$ cat src/rtl/load_store_unit_if.sv
// ---------------------------------------------------------------------------
// load_store_unit_if
//   Bundles the core-side request/response handshake and the word-wide data
//   memory port of the load/store unit.
//
//   Request  : req_valid, req_ready, req_write, req_size, req_unsigned,
//              req_addr (byte address), req_wdata (right-justified)
//   Response : resp_valid (single-cycle pulse), resp_rdata, resp_err
//   Memory   : mem_address (word index), mem_write, mem_wdata, mem_rdata
//
//   slave  : the load/store unit itself
//   master : the environment (core plus data memory)
// ---------------------------------------------------------------------------
interface load_store_unit_if;
    logic        req_valid;
    logic        req_ready;
    logic        req_write;
    logic [1:0]  req_size;
    logic        req_unsigned;
    logic [31:0] req_addr;
    logic [31:0] req_wdata;

    logic        resp_valid;
    logic [31:0] resp_rdata;
    logic        resp_err;

    logic [31:0] mem_address;
    logic        mem_write;
    logic [31:0] mem_wdata;
    logic [31:0] mem_rdata;

    modport slave (
        input  req_valid, req_write, req_size, req_unsigned, req_addr, req_wdata,
        input  mem_rdata,
        output req_ready, resp_valid, resp_rdata, resp_err,
        output mem_address, mem_write, mem_wdata
    );

    modport master (
        output req_valid, req_write, req_size, req_unsigned, req_addr, req_wdata,
        output mem_rdata,
        input  req_ready, resp_valid, resp_rdata, resp_err,
        input  mem_address, mem_write, mem_wdata
    );
endinterface

$ cat src/rtl/load_store_unit.sv
// ---------------------------------------------------------------------------
// load_store_unit
//   Initiator side of the core's data-memory port. Byte/halfword/word loads
//   and stores arrive on a valid/ready handshake and are turned into
//   word-wide accesses. Sub-word stores are read-modify-write; loads return
//   sign- or zero-extended lanes (little-endian). Misaligned, illegal-size
//   and out-of-range requests get an error response and never touch memory.
//
// Parameters
//   MEM_WORDS : number of 32-bit words in the data memory
//   MEM_LAT   : cycles mem_address is held before mem_rdata is sampled (1..15)
//
// Ports
//   clk   : clock, all state changes on the rising edge
//   reset : asynchronous, active-high reset
//   bus   : load_store_unit_if.slave (request, response and memory signals)
// ---------------------------------------------------------------------------
module load_store_unit #(
    parameter int MEM_WORDS = 256,
    parameter int MEM_LAT   = 1
) (
    input  logic             clk,
    input  logic             reset,
    load_store_unit_if.slave bus
);

    typedef enum logic [1:0] {IDLE, RD_WAIT, WRITE, RESP} state_e;
    typedef enum logic [1:0] {
        SZ_BYTE = 2'b00,
        SZ_HALF = 2'b01,
        SZ_WORD = 2'b10,
        SZ_BAD  = 2'b11
    } size_e;

    state_e      state_q, state_d;
    logic [3:0]  cnt_q, cnt_d;
    logic        write_q, write_d;
    size_e       size_q, size_d;
    logic        unsigned_q, unsigned_d;
    logic [1:0]  off_q, off_d;
    logic [15:0] wdata_q, wdata_d;

    logic        resp_valid_q, resp_valid_d;
    logic [31:0] resp_rdata_q, resp_rdata_d;
    logic        resp_err_q, resp_err_d;
    logic [31:0] mem_address_q, mem_address_d;
    logic        mem_write_q, mem_write_d;
    logic [31:0] mem_wdata_q, mem_wdata_d;

    logic        accept;
    logic        req_err;
    logic [4:0]  lane_shamt;
    logic [31:0] lane_data;
    logic [31:0] lane_mask;
    logic [31:0] lane_new;
    logic [31:0] load_ext;
    logic [31:0] merged;

    assign bus.req_ready = (state_q == IDLE) && !reset;
    assign accept        = bus.req_valid && bus.req_ready;

    // Request legality, evaluated on the live request fields at acceptance.
    always_comb begin
        // NOTE: every combinational output gets a default first, so no path
        // leaves it unassigned and no latch is inferred.
        req_err = 1'b0;
        case (size_e'(bus.req_size))
            SZ_HALF: req_err = bus.req_addr[0];
            SZ_WORD: req_err = |bus.req_addr[1:0];
            SZ_BAD:  req_err = 1'b1;
            default: req_err = 1'b0;
        endcase
        if ({2'b00, bus.req_addr[31:2]} >= 32'(MEM_WORDS)) begin
            req_err = 1'b1;
        end
    end

    // Lane extraction for loads and lane merge for sub-word stores. A legal
    // halfword has off_q[0]==0, so the byte-granular shift also serves halves.
    always_comb begin
        lane_shamt = {off_q, 3'b000};
        lane_data  = bus.mem_rdata >> lane_shamt;
        case (size_q)
            SZ_BYTE: begin
                load_ext  = {{24{~unsigned_q & lane_data[7]}}, lane_data[7:0]};
                lane_mask = 32'h0000_00FF << lane_shamt;
                lane_new  = {24'b0, wdata_q[7:0]} << lane_shamt;
            end
            SZ_HALF: begin
                load_ext  = {{16{~unsigned_q & lane_data[15]}}, lane_data[15:0]};
                lane_mask = 32'h0000_FFFF << lane_shamt;
                lane_new  = {16'b0, wdata_q} << lane_shamt;
            end
            default: begin
                load_ext  = bus.mem_rdata;
                lane_mask = 32'h0;
                lane_new  = 32'h0;
            end
        endcase
        merged = (bus.mem_rdata & ~lane_mask) | lane_new;
    end

    // Next-state and registered-output logic. Response and strobe outputs
    // default to 0 so each is a single-cycle pulse in its own state.
    always_comb begin
        state_d       = state_q;
        cnt_d         = cnt_q;
        write_d       = write_q;
        size_d        = size_q;
        unsigned_d    = unsigned_q;
        off_d         = off_q;
        wdata_d       = wdata_q;
        resp_valid_d  = 1'b0;
        resp_rdata_d  = 32'h0;
        resp_err_d    = 1'b0;
        mem_address_d = mem_address_q;
        mem_write_d   = 1'b0;
        mem_wdata_d   = 32'h0;

        case (state_q)
            IDLE: begin
                if (accept) begin
                    mem_address_d = {2'b00, bus.req_addr[31:2]};
                    write_d       = bus.req_write;
                    size_d        = size_e'(bus.req_size);
                    unsigned_d    = bus.req_unsigned;
                    off_d         = bus.req_addr[1:0];
                    wdata_d       = bus.req_wdata[15:0];
                    if (req_err) begin
                        state_d      = RESP;
                        resp_valid_d = 1'b1;
                        resp_err_d   = 1'b1;
                    end else if (bus.req_write && (size_e'(bus.req_size) == SZ_WORD)) begin
                        state_d     = WRITE;
                        mem_write_d = 1'b1;
                        mem_wdata_d = bus.req_wdata;
                    end else begin
                        state_d = RD_WAIT;
                        cnt_d   = 4'(MEM_LAT);
                    end
                end
            end
            RD_WAIT: begin
                cnt_d = cnt_q - 4'd1;
                // The edge that takes the counter to zero is the sample edge.
                if (cnt_q == 4'd1) begin
                    if (write_q) begin
                        state_d     = WRITE;
                        mem_write_d = 1'b1;
                        mem_wdata_d = merged;
                    end else begin
                        state_d      = RESP;
                        resp_valid_d = 1'b1;
                        resp_rdata_d = load_ext;
                    end
                end
            end
            WRITE: begin
                state_d      = RESP;
                resp_valid_d = 1'b1;
            end
            RESP: begin
                state_d = IDLE;
            end
            default: begin
                state_d = IDLE;
            end
        endcase
    end

    // Asynchronous reset clears the strobe immediately, so an access caught
    // mid-flight never produces a write or a response.
    always_ff @(posedge clk or posedge reset) begin
        if (reset) begin
            state_q       <= IDLE;
            cnt_q         <= 4'd0;
            write_q       <= 1'b0;
            size_q        <= SZ_BYTE;
            unsigned_q    <= 1'b0;
            off_q         <= 2'b00;
            wdata_q       <= 16'h0;
            resp_valid_q  <= 1'b0;
            resp_rdata_q  <= 32'h0;
            resp_err_q    <= 1'b0;
            mem_address_q <= 32'h0;
            mem_write_q   <= 1'b0;
            mem_wdata_q   <= 32'h0;
        end else begin
            // NOTE: sequential state uses non-blocking assignments so every
            // flop samples the pre-edge values regardless of statement order.
            state_q       <= state_d;
            cnt_q         <= cnt_d;
            write_q       <= write_d;
            size_q        <= size_d;
            unsigned_q    <= unsigned_d;
            off_q         <= off_d;
            wdata_q       <= wdata_d;
            resp_valid_q  <= resp_valid_d;
            resp_rdata_q  <= resp_rdata_d;
            resp_err_q    <= resp_err_d;
            mem_address_q <= mem_address_d;
            mem_write_q   <= mem_write_d;
            mem_wdata_q   <= mem_wdata_d;
        end
    end

    assign bus.resp_valid  = resp_valid_q;
    assign bus.resp_rdata  = resp_rdata_q;
    assign bus.resp_err    = resp_err_q;
    assign bus.mem_address = mem_address_q;
    assign bus.mem_write   = mem_write_q;
    assign bus.mem_wdata   = mem_wdata_q;

endmodule

$ cat src/flat_wrapper.sv
// flat-port wrapper written by rule: the top's interface ports become plain ports
module load_store_unit_flat 
#(
    parameter int MEM_WORDS = 256,
    parameter int MEM_LAT   = 1
)
  (clk, reset, bus_req_valid, bus_req_write, bus_req_size, bus_req_unsigned, bus_req_addr, bus_req_wdata, bus_mem_rdata, bus_req_ready, bus_resp_valid, bus_resp_rdata, bus_resp_err, bus_mem_address, bus_mem_write, bus_mem_wdata);
  load_store_unit_if bus_i ();
  input  logic clk;
  input  logic reset;
  input wire logic [$bits(bus_i.req_valid)-1:0] bus_req_valid;
  input wire logic [$bits(bus_i.req_write)-1:0] bus_req_write;
  input wire logic [$bits(bus_i.req_size)-1:0] bus_req_size;
  input wire logic [$bits(bus_i.req_unsigned)-1:0] bus_req_unsigned;
  input wire logic [$bits(bus_i.req_addr)-1:0] bus_req_addr;
  input wire logic [$bits(bus_i.req_wdata)-1:0] bus_req_wdata;
  input wire logic [$bits(bus_i.mem_rdata)-1:0] bus_mem_rdata;
  output wire logic [$bits(bus_i.req_ready)-1:0] bus_req_ready;
  output wire logic [$bits(bus_i.resp_valid)-1:0] bus_resp_valid;
  output wire logic [$bits(bus_i.resp_rdata)-1:0] bus_resp_rdata;
  output wire logic [$bits(bus_i.resp_err)-1:0] bus_resp_err;
  output wire logic [$bits(bus_i.mem_address)-1:0] bus_mem_address;
  output wire logic [$bits(bus_i.mem_write)-1:0] bus_mem_write;
  output wire logic [$bits(bus_i.mem_wdata)-1:0] bus_mem_wdata;
  assign bus_i.req_valid = bus_req_valid;
  assign bus_i.req_write = bus_req_write;
  assign bus_i.req_size = bus_req_size;
  assign bus_i.req_unsigned = bus_req_unsigned;
  assign bus_i.req_addr = bus_req_addr;
  assign bus_i.req_wdata = bus_req_wdata;
  assign bus_i.mem_rdata = bus_mem_rdata;
  assign bus_req_ready = bus_i.req_ready;
  assign bus_resp_valid = bus_i.resp_valid;
  assign bus_resp_rdata = bus_i.resp_rdata;
  assign bus_resp_err = bus_i.resp_err;
  assign bus_mem_address = bus_i.mem_address;
  assign bus_mem_write = bus_i.mem_write;
  assign bus_mem_wdata = bus_i.mem_wdata;
  load_store_unit #(.MEM_WORDS(MEM_WORDS), .MEM_LAT(MEM_LAT)) u_core (.clk(clk), .reset(reset), .bus(bus_i));
endmodule
$ cat config.mk
export PLATFORM = sky130hd
export DESIGN_NAME = load_store_unit_flat
export DESIGN_NICKNAME = d
export VERILOG_FILES = /design/src/rtl/load_store_unit_if.sv /design/src/rtl/load_store_unit.sv /design/src/flat_wrapper.sv
export SDC_FILE = /design/constraint.sdc
export NUM_CORES = 1
export LEC_CHECK = 0
export CELL_PAD_IN_SITES_DETAIL_PLACEMENT = 1
export CELL_PAD_IN_SITES_GLOBAL_PLACEMENT = 1
export CORE_ASPECT_RATIO = 1.1
export CORE_MARGIN = 3
export CORE_UTILIZATION = 42
export DETAILED_ROUTE_END_ITERATION = 16
export DONT_BUFFER_PORTS = 1
export PLACE_DENSITY_LB_ADDON = 0.1
export SYNTH_ARGS = -nofsm -noshare
export SYNTH_HDL_FRONTEND = slang
export SYNTH_SLANG_ARGS = --single-unit
$ cat constraint.sdc
create_clock -name clk -period 11.2 [get_ports clk]
set_clock_uncertainty 0.2 [all_clocks]
set_input_delay 1.12 -clock clk [delete_from_list [all_inputs] [get_ports clk]]
set_output_delay 1.12 -clock clk [all_outputs]
set_load 0.01 [all_outputs]
==> results of run 1 <==
[final cells by class]
class / instances / share of cell area, %
Sequential cell: 125 / 46.6
Multi-Input combinational cell: 483 / 40.0
Clock buffer: 21 / 6.85
Tap cell: 188 / 3.50
Clock inverter: 11 / 1.40
Inverter: 18 / 1.04
Timing Repair Buffer: 6 / 0.670
[placed cells by master (no fill, tap or decap), types with 7 or more instances in the layout]
master / netlist / routed
a21oi_1: 34 / 34
a221oi_1: 7 / 7
a22oi_1: 8 / 8
a2bb2oi_1: 8 / 8
clkbuf_16: 0 / 17
dfrtp_1: 125 / 125
inv_1: 18 / 17
mux2i_1: 24 / 24
nand2_1: 230 / 230
nor2_1: 21 / 21
nor2b_1: 17 / 17
nor3_1: 9 / 9
o21ai_0: 27 / 27
o21ai_1: 9 / 9
o221a_2: 7 / 7
o221ai_1: 16 / 16
o22ai_1: 17 / 17
[flip-flops by register name (all words and copies together), names as in the netlist]
signal                  cells
u_core.bus.mem_address     30
u_core.bus.mem_wdata       32
u_core.bus.mem_write        1
u_core.bus.resp_err         1
u_core.bus.resp_rdata      32
u_core.bus.resp_valid       1
u_core.cnt_q                4
u_core.off_q                2
u_core.size_q               2
u_core.state_q              2
u_core.unsigned_q           1
u_core.wdata_q             16
u_core.write_q              1
[routing by layer]
| layer | vias up | part of all wire, % | track usage (%) |
|---|---|---|---|
| li1 | 2246 | - | - |
| met1 | 2437 | 39 | 31.7 |
| met2 | 192 | 48 | 40.0 |
| met3 | 29 | 9.6 | 9.44 |
| met4 | 0 | 2.8 | 9.76 |
| met5 | - | 0 | 0 |
[cell families (layout without fill, tap and decap cells)]
kind of cell	after synthesis	after routing	synth area share, %
AND/OR/NAND/NOR	302	302	21.9
other	1	2	0.0615
buffers and inverters	65	56	4.72
flip-flops	125	125	51.3
adder cells (fa/ha/maj)	6	6	1.23
AO/OA/AOI/OAI	146	146	16.1
multiplexers	27	27	4.68
[through the flow]
step           util, %  hold slack [ps]  area [sq um]  instances  total power, W
2_1_floorplan        -              260          6100        673         0.00120
3_3_place_gp      44.0              263          6160        820         0.00136
3_5_place_dp      44.0              264          6160        820         0.00139
4_1_cts           47.9              278          6720        852         0.00191
5_1_grt           47.9              324          6720        852         0.00204
6_report          47.9              274          6720        852         0.00191
[report_power, final]
group	total [W]	switching, W	leakage (nW)	internal (W)
Combinational	0.000654	0.000420	1.22	0.000234
Clock	0.000518	0.000204	0.265	0.000314
Sequential	0.000737	0.000165	1.65	0.000572
[worst max-delay path, delay by kind of cell, from the launching register on]
kind | cells | cell delay [ps]
AOI/OAI and AO/OA | 3 | 900
buffers and inverters | 1 | 450
DFF | 1 | 930
muxes | 1 | 410
[worst paths after layout]
| path | start | to | cells after the start | slack, ps |
|---|---|---|---|---|
| worst max-delay path | u_core.off_q[0]$_DFFE_PP0P_ | u_core.bus.resp_rdata[21]$_DFF_PP0_ | 5 | 8150 |
| worst min-delay path | u_core.off_q[1]$_DFFE_PP0P_ | u_core.off_q[1]$_DFFE_PP0P_ | 2 | 270 |
| worst max register to register | u_core.off_q[0]$_DFFE_PP0P_ | u_core.bus.resp_rdata[21]$_DFF_PP0_ | 5 | 8150 |
| worst min register to register | u_core.off_q[1]$_DFFE_PP0P_ | u_core.off_q[1]$_DFFE_PP0P_ | 2 | 270 |
| max in group asynchronous | reset | u_core.bus.resp_rdata[24]$_DFF_PP0_ | 2 | 8990 |
| min in group asynchronous | reset | u_core.bus.mem_address[4]$_DFFE_PP0P_ | 1 | 460 |
==> results.md, run 1 <==
* Post-route ant nets at 0
* Io pins at 203
* RSZ-0062 raised after global routing: no
* Core area at 14000 sq um
* GP Congestion at 0.888
* Routed WL per cell at 23.4 um
* CP Cell Sequence: buf_4 -> mux4_2 -> a21oi_4 -> a21o_1 -> a21oi_1
* Worst vdd rail ir drop at 164 uV
* Worst slack, placed at 8010 ps
* Post-synth cell types at 50
* Grt ovf at 0
* Deepest clock path buffer count at 2
* Critical Path AT at 3120 ps
* Worst setup SP type: register
* TritonCTS clock tree: done
* WS Path Type: reg2reg
* Post_cts resized at 0
* Hold bufs inserted after CTS at 0
* CP endpoint kind: register
* Cell area power density at 284 nW/um^2
* DIE AREA at 16000 sq um
* Fin. Hold Viols at 0
* Largest net degree at the start of global routing at 70
* Effective utilization at floorplan at 43.5%
* Lkg Pwr at 3.14 nW
* Drt drc at 0
* Fillers at 1599
* CTS buffer count at 17
* Seq/Total Area, Yosys at 51.3%
* Top FF cell, synth: dfrtp_1
* Nets at 760
* CTS H-tree lvls at 4
* WL final at 20000 um
* Post-CTS Setup Bufs at 0
* Final setup viols at 0
* Max Clock Freq at 0.327 GHz
* Die Wd at 121 um
* Slew Limit Headroom at 19.8%
* Critical-path top delay cell: dfrtp_1
* Vias in the first global route at 5278
* Post-synth EDFFs at 0
* Worst Slack Setup Final at 8150 ps
* Syn_area_per_cell at 9.07 sq um
* DR pass1 iterations at 4
* Slowest cell delay on critical path at 930 ps
* Hold crit path type: reg2reg
* Ys async rst share at 100%
* #FFs+latches synth at 125
* Slew Viols, Final at 0
* Vias at 4904
* Syn Std Cell Area at 6100 sq um
* Root buffer cell: clkbuf_16
* Worst-path clk slew at 60 ps
* Fin crit share at 27.3%
* Ys Warns at 0
* DR vias/cell at 5.76
* Die height at 132 um
* Actual transition at the worst max-transition pin at 1200 ps
* Outcome: finished clean
* Synth Instances at 672
* Multi-input logic area at 2690 sq um
* Share of cells above drive strength 1 at 9.34%
* First-pass GRT wire length at 31000 um
* Max_cap viols at 0
* # rows at 45
* Syn-to-layout area delta at 10.2%
* Crit-path max FO at 24
* Overall Global Routing Usage at 25.4%
* Register Area at 3130 sq um
* Count leader, synth: nand2_1
* Final HPWL DP at 14500 um
* Synth top area cells: dfrtp_1, nand2_1, mux2i_1, a21oi_1, o221ai_1
* Worst-skew pair later-pin latency at 420 ps
* Synth top area share at 51.3%
* Initial DRC Count at 416
* Commonest cells in the netlist: nand2_1, dfrtp_1, a21oi_1
* Port Buffers at 0
* Req. time, crit path at 11270 ps
* Antenna violations before repair at 0
* Post-route minimum period at 3050 ps
* Antenna diodes at 0
* CTS Sinks at 125
* Area leader, netlist: dfrtp_1
* Setup TNS at 0 ps
Note: power is estimated with default switching activity, not from simulation.
==> inputs of run 2 (changes only) <==
==> constraint.sdc (replaced) <==
create_clock -name clk -period 3.2 [get_ports clk]
set_clock_uncertainty 0.2 [all_clocks]
set_input_delay 0.32 -clock clk [delete_from_list [all_inputs] [get_ports clk]]
set_output_delay 0.32 -clock clk [all_outputs]
set_load 0.01 [all_outputs]
==> run 2 against run 1 <==
  * Final cell count increased by 13%
  * Hold slack got worse by 270 ps
  * Register-to-register slack worse by 7900 ps
  * Utilization up 8.7 points
  * Count of clock-buffer cells in the layout rose by 3
  * Global-route usage grew 3.0 points
  * Sequential power rose to 3.5 times the previous value
  * Total power grew to 3.7 times the previous value
  * Via count is 12% higher
  * Fmax rose by 2.0%
  * Cell area up 18%
  * Non-clock buffer count up 117
  * Critical endpoint is now u_core.bus.mem_wdata[17]$_DFF_PP0_
==> results.md, run 2 (same netlist as run 1, synthesis figures left out) <==
* Vias at 5506 (+12%)
* Nets at 877 (+15%)
* RSZ-0062 raised after global routing: no
* Req. time, crit path at 3350 ps (-7920 ps)
* Critical Path AT at 3140 ps (+20 ps)
* Largest net degree at the start of global routing at 126 (+80%)
* Grt ovf at 0 (unchanged)
* Slew Viols, Final at 0 (unchanged)
* Initial DRC Count at 305 (-27%)
* GP Congestion at 0.851 (-4.1%)
* Max Clock Freq at 0.334 GHz (+2.0%)
* Commonest cells after routing, fill and taps aside: nand2_1, dfrtp_1, dlygate4sd3_1
* Die Wd at 121 um (unchanged)
* Port Buffers at 0 (unchanged)
* Lkg Pwr at 3.69 nW (+17%)
* Crit-path max FO at 24 (unchanged)
* # rows at 45 (unchanged)
* Reg2reg setup slack at 210 ps (-7940 ps)
* CTS Sinks at 125 (unchanged)
* DIE AREA at 16000 sq um (unchanged)
* Fin crit share at 93.6% (+66 points)
* Drt drc at 0 (unchanged)
* Min-delay src: bus_req_valid
* DR vias/cell at 5.69 (-1.1%)
* Io pins at 203 (unchanged)
* Setup TNS at 0 ps (unchanged)
* Root buffer cell: clkbuf_16
* Routed WL per cell at 22.7 um (-3.0%)
* Commonest non-fill, non-tap cell in the layout: nand2_1
* Antenna diodes at 0 (unchanged)
* Effective utilization at floorplan at 43.5% (unchanged)
* Cell area power density at 889 nW/um^2 (+210%)
* Hold depth at 3 (+1)
* Overall Global Routing Usage at 28.4% (+3.0 points)
* Fin. Hold Viols at 0 (unchanged)
* Worst vdd rail ir drop at 620 uV (+280%)
* R2r startpoint: u_core.off_q[1]$_DFFE_PP0P_
* CP endpoint kind: register
* Vias in the first global route at 6130 (+16%)
* Final HPWL DP at 14400 um (-0.68%)
* Actual transition at the worst max-transition pin at 1170 ps (-27.3 ps)
* Hold Slack at 7.19 ps (-267 ps)
* R2R depth at 7 (+2)
* Worst setup SP type: register
* Worst-skew pair later-pin latency at 420 ps (about the same)
* Worst-path clk slew at 50 ps (about the same)
* TritonCTS clock tree: done
* Antenna violations before repair at 0 (unchanged)
* Reg2reg end: u_core.bus.mem_wdata[17]$_DFF_PP0_
* Worst hold endpoint: u_core.off_q[1]$_DFFE_PP0P_
* WL final at 22000 um (+10%)
* Post-layout util at 56.6% (+8.7 points)
* Outcome: finished clean
* First-pass GRT wire length at 34800 um (+12%)
* CTS H-tree lvls at 4 (unchanged)
* Share of cells above drive strength 1 at 8.86% (-0.48 points)
* WS Path Type: reg2reg
* Deepest clock path buffer count at 2 (unchanged)
* Hold crit path type: in2reg
* Core area at 14000 sq um (unchanged)
* DR pass1 iterations at 4 (unchanged)
* Die height at 132 um (unchanged)
* Post-route minimum period at 2990 ps (-60.3 ps)
* Post_cts resized at 0 (unchanged)
* Slew Limit Headroom at 21.5% (+1.7 points)
* Max_cap viols at 0 (unchanged)
* CTS buffer count at 17 (unchanged)
* Post-route ant nets at 0 (unchanged)
* Syn-to-layout area delta at 30.2%
* Final setup viols at 0 (unchanged)
-- run 2: power breakdown --
group          total (W)  internal, W  switching [W]  leakage (nW)
registers        0.00257      0.00200       0.000572          1.65
logic            0.00249     0.000956        0.00153          1.73
clock network    0.00199      0.00132       0.000676         0.298
-- run 2: metal layers --
metal / track usage, % / part of all wire (%) / routed length [um] / vias up
met5: 0 / 0 / 0 / -
met4: 13.9 / 4.0 / 880 / 0
met3: 8.11 / 6.9 / 1520 / 47
met2: 47.4 / 51 / 11300 / 202
met1: 33.2 / 38 / 8340 / 2774
li1: - / - / - / 2483
-- run 2: stage by stage --
| step | worst slack (ps) | instance area [sq um] | cells | power (W) |
|---|---|---|---|---|
| 2_1_floorplan | 1130 | 6100 | 673 | 0.00421 |
| 3_3_place_gp | 735 | 6250 | 829 | 0.00477 |
| 3_5_place_dp | 674 | 6250 | 829 | 0.00489 |
| 4_1_cts | 375 | 7940 | 967 | 0.00703 |
| 5_1_grt | 33.9 | 7940 | 967 | 0.00751 |
| 6_report | 206 | 7940 | 967 | 0.00705 |
-- run 2: final cells by class --
type	instances	area [sq um]
Clock buffer	24	502
Clock inverter	6	108
Fill cell	1564	6080
Inverter	18	71.3
Multi-Input combinational cell	483	2690
Sequential cell	125	3130
Tap cell	188	235
Timing Repair Buffer	123	1210
-- run 2: repair_timing --
item                                   CTS  global route
endpoints found under the hold margin  241             0
setup buffers                            0             0
hold buffers                           108             0
-- run 2: worst max-delay path, stage by stage (launching register included) --
cell           delay [ps]
dfrtp_1               390
buf_4                 270
nand2b_1              370
nor2_4                120
o21bai_1              590
a2bb2oi_1             170
o21ai_0               220
dlygate4sd3_1         590
-- run 2: how the worst max path moves through the flow --
stage,startpoint,end,depth (start not counted)
after floorplan,u_core.state_q[1]$_DFFE_PP0P_,u_core.cnt_q[0]$_DFFE_PP0P_,7
after global placement,u_core.state_q[0]$_DFFE_PP0P_,u_core.bus.resp_valid$_DFF_PP0_,7
after detailed placement,u_core.state_q[0]$_DFFE_PP0P_,u_core.bus.resp_valid$_DFF_PP0_,7
after CTS,u_core.off_q[1]$_DFFE_PP0P_,u_core.bus.mem_wdata[17]$_DFF_PP0_,7
after global routing,u_core.off_q[1]$_DFFE_PP0P_,u_core.bus.mem_wdata[17]$_DFF_PP0_,7
final,u_core.off_q[1]$_DFFE_PP0P_,u_core.bus.mem_wdata[17]$_DFF_PP0_,7
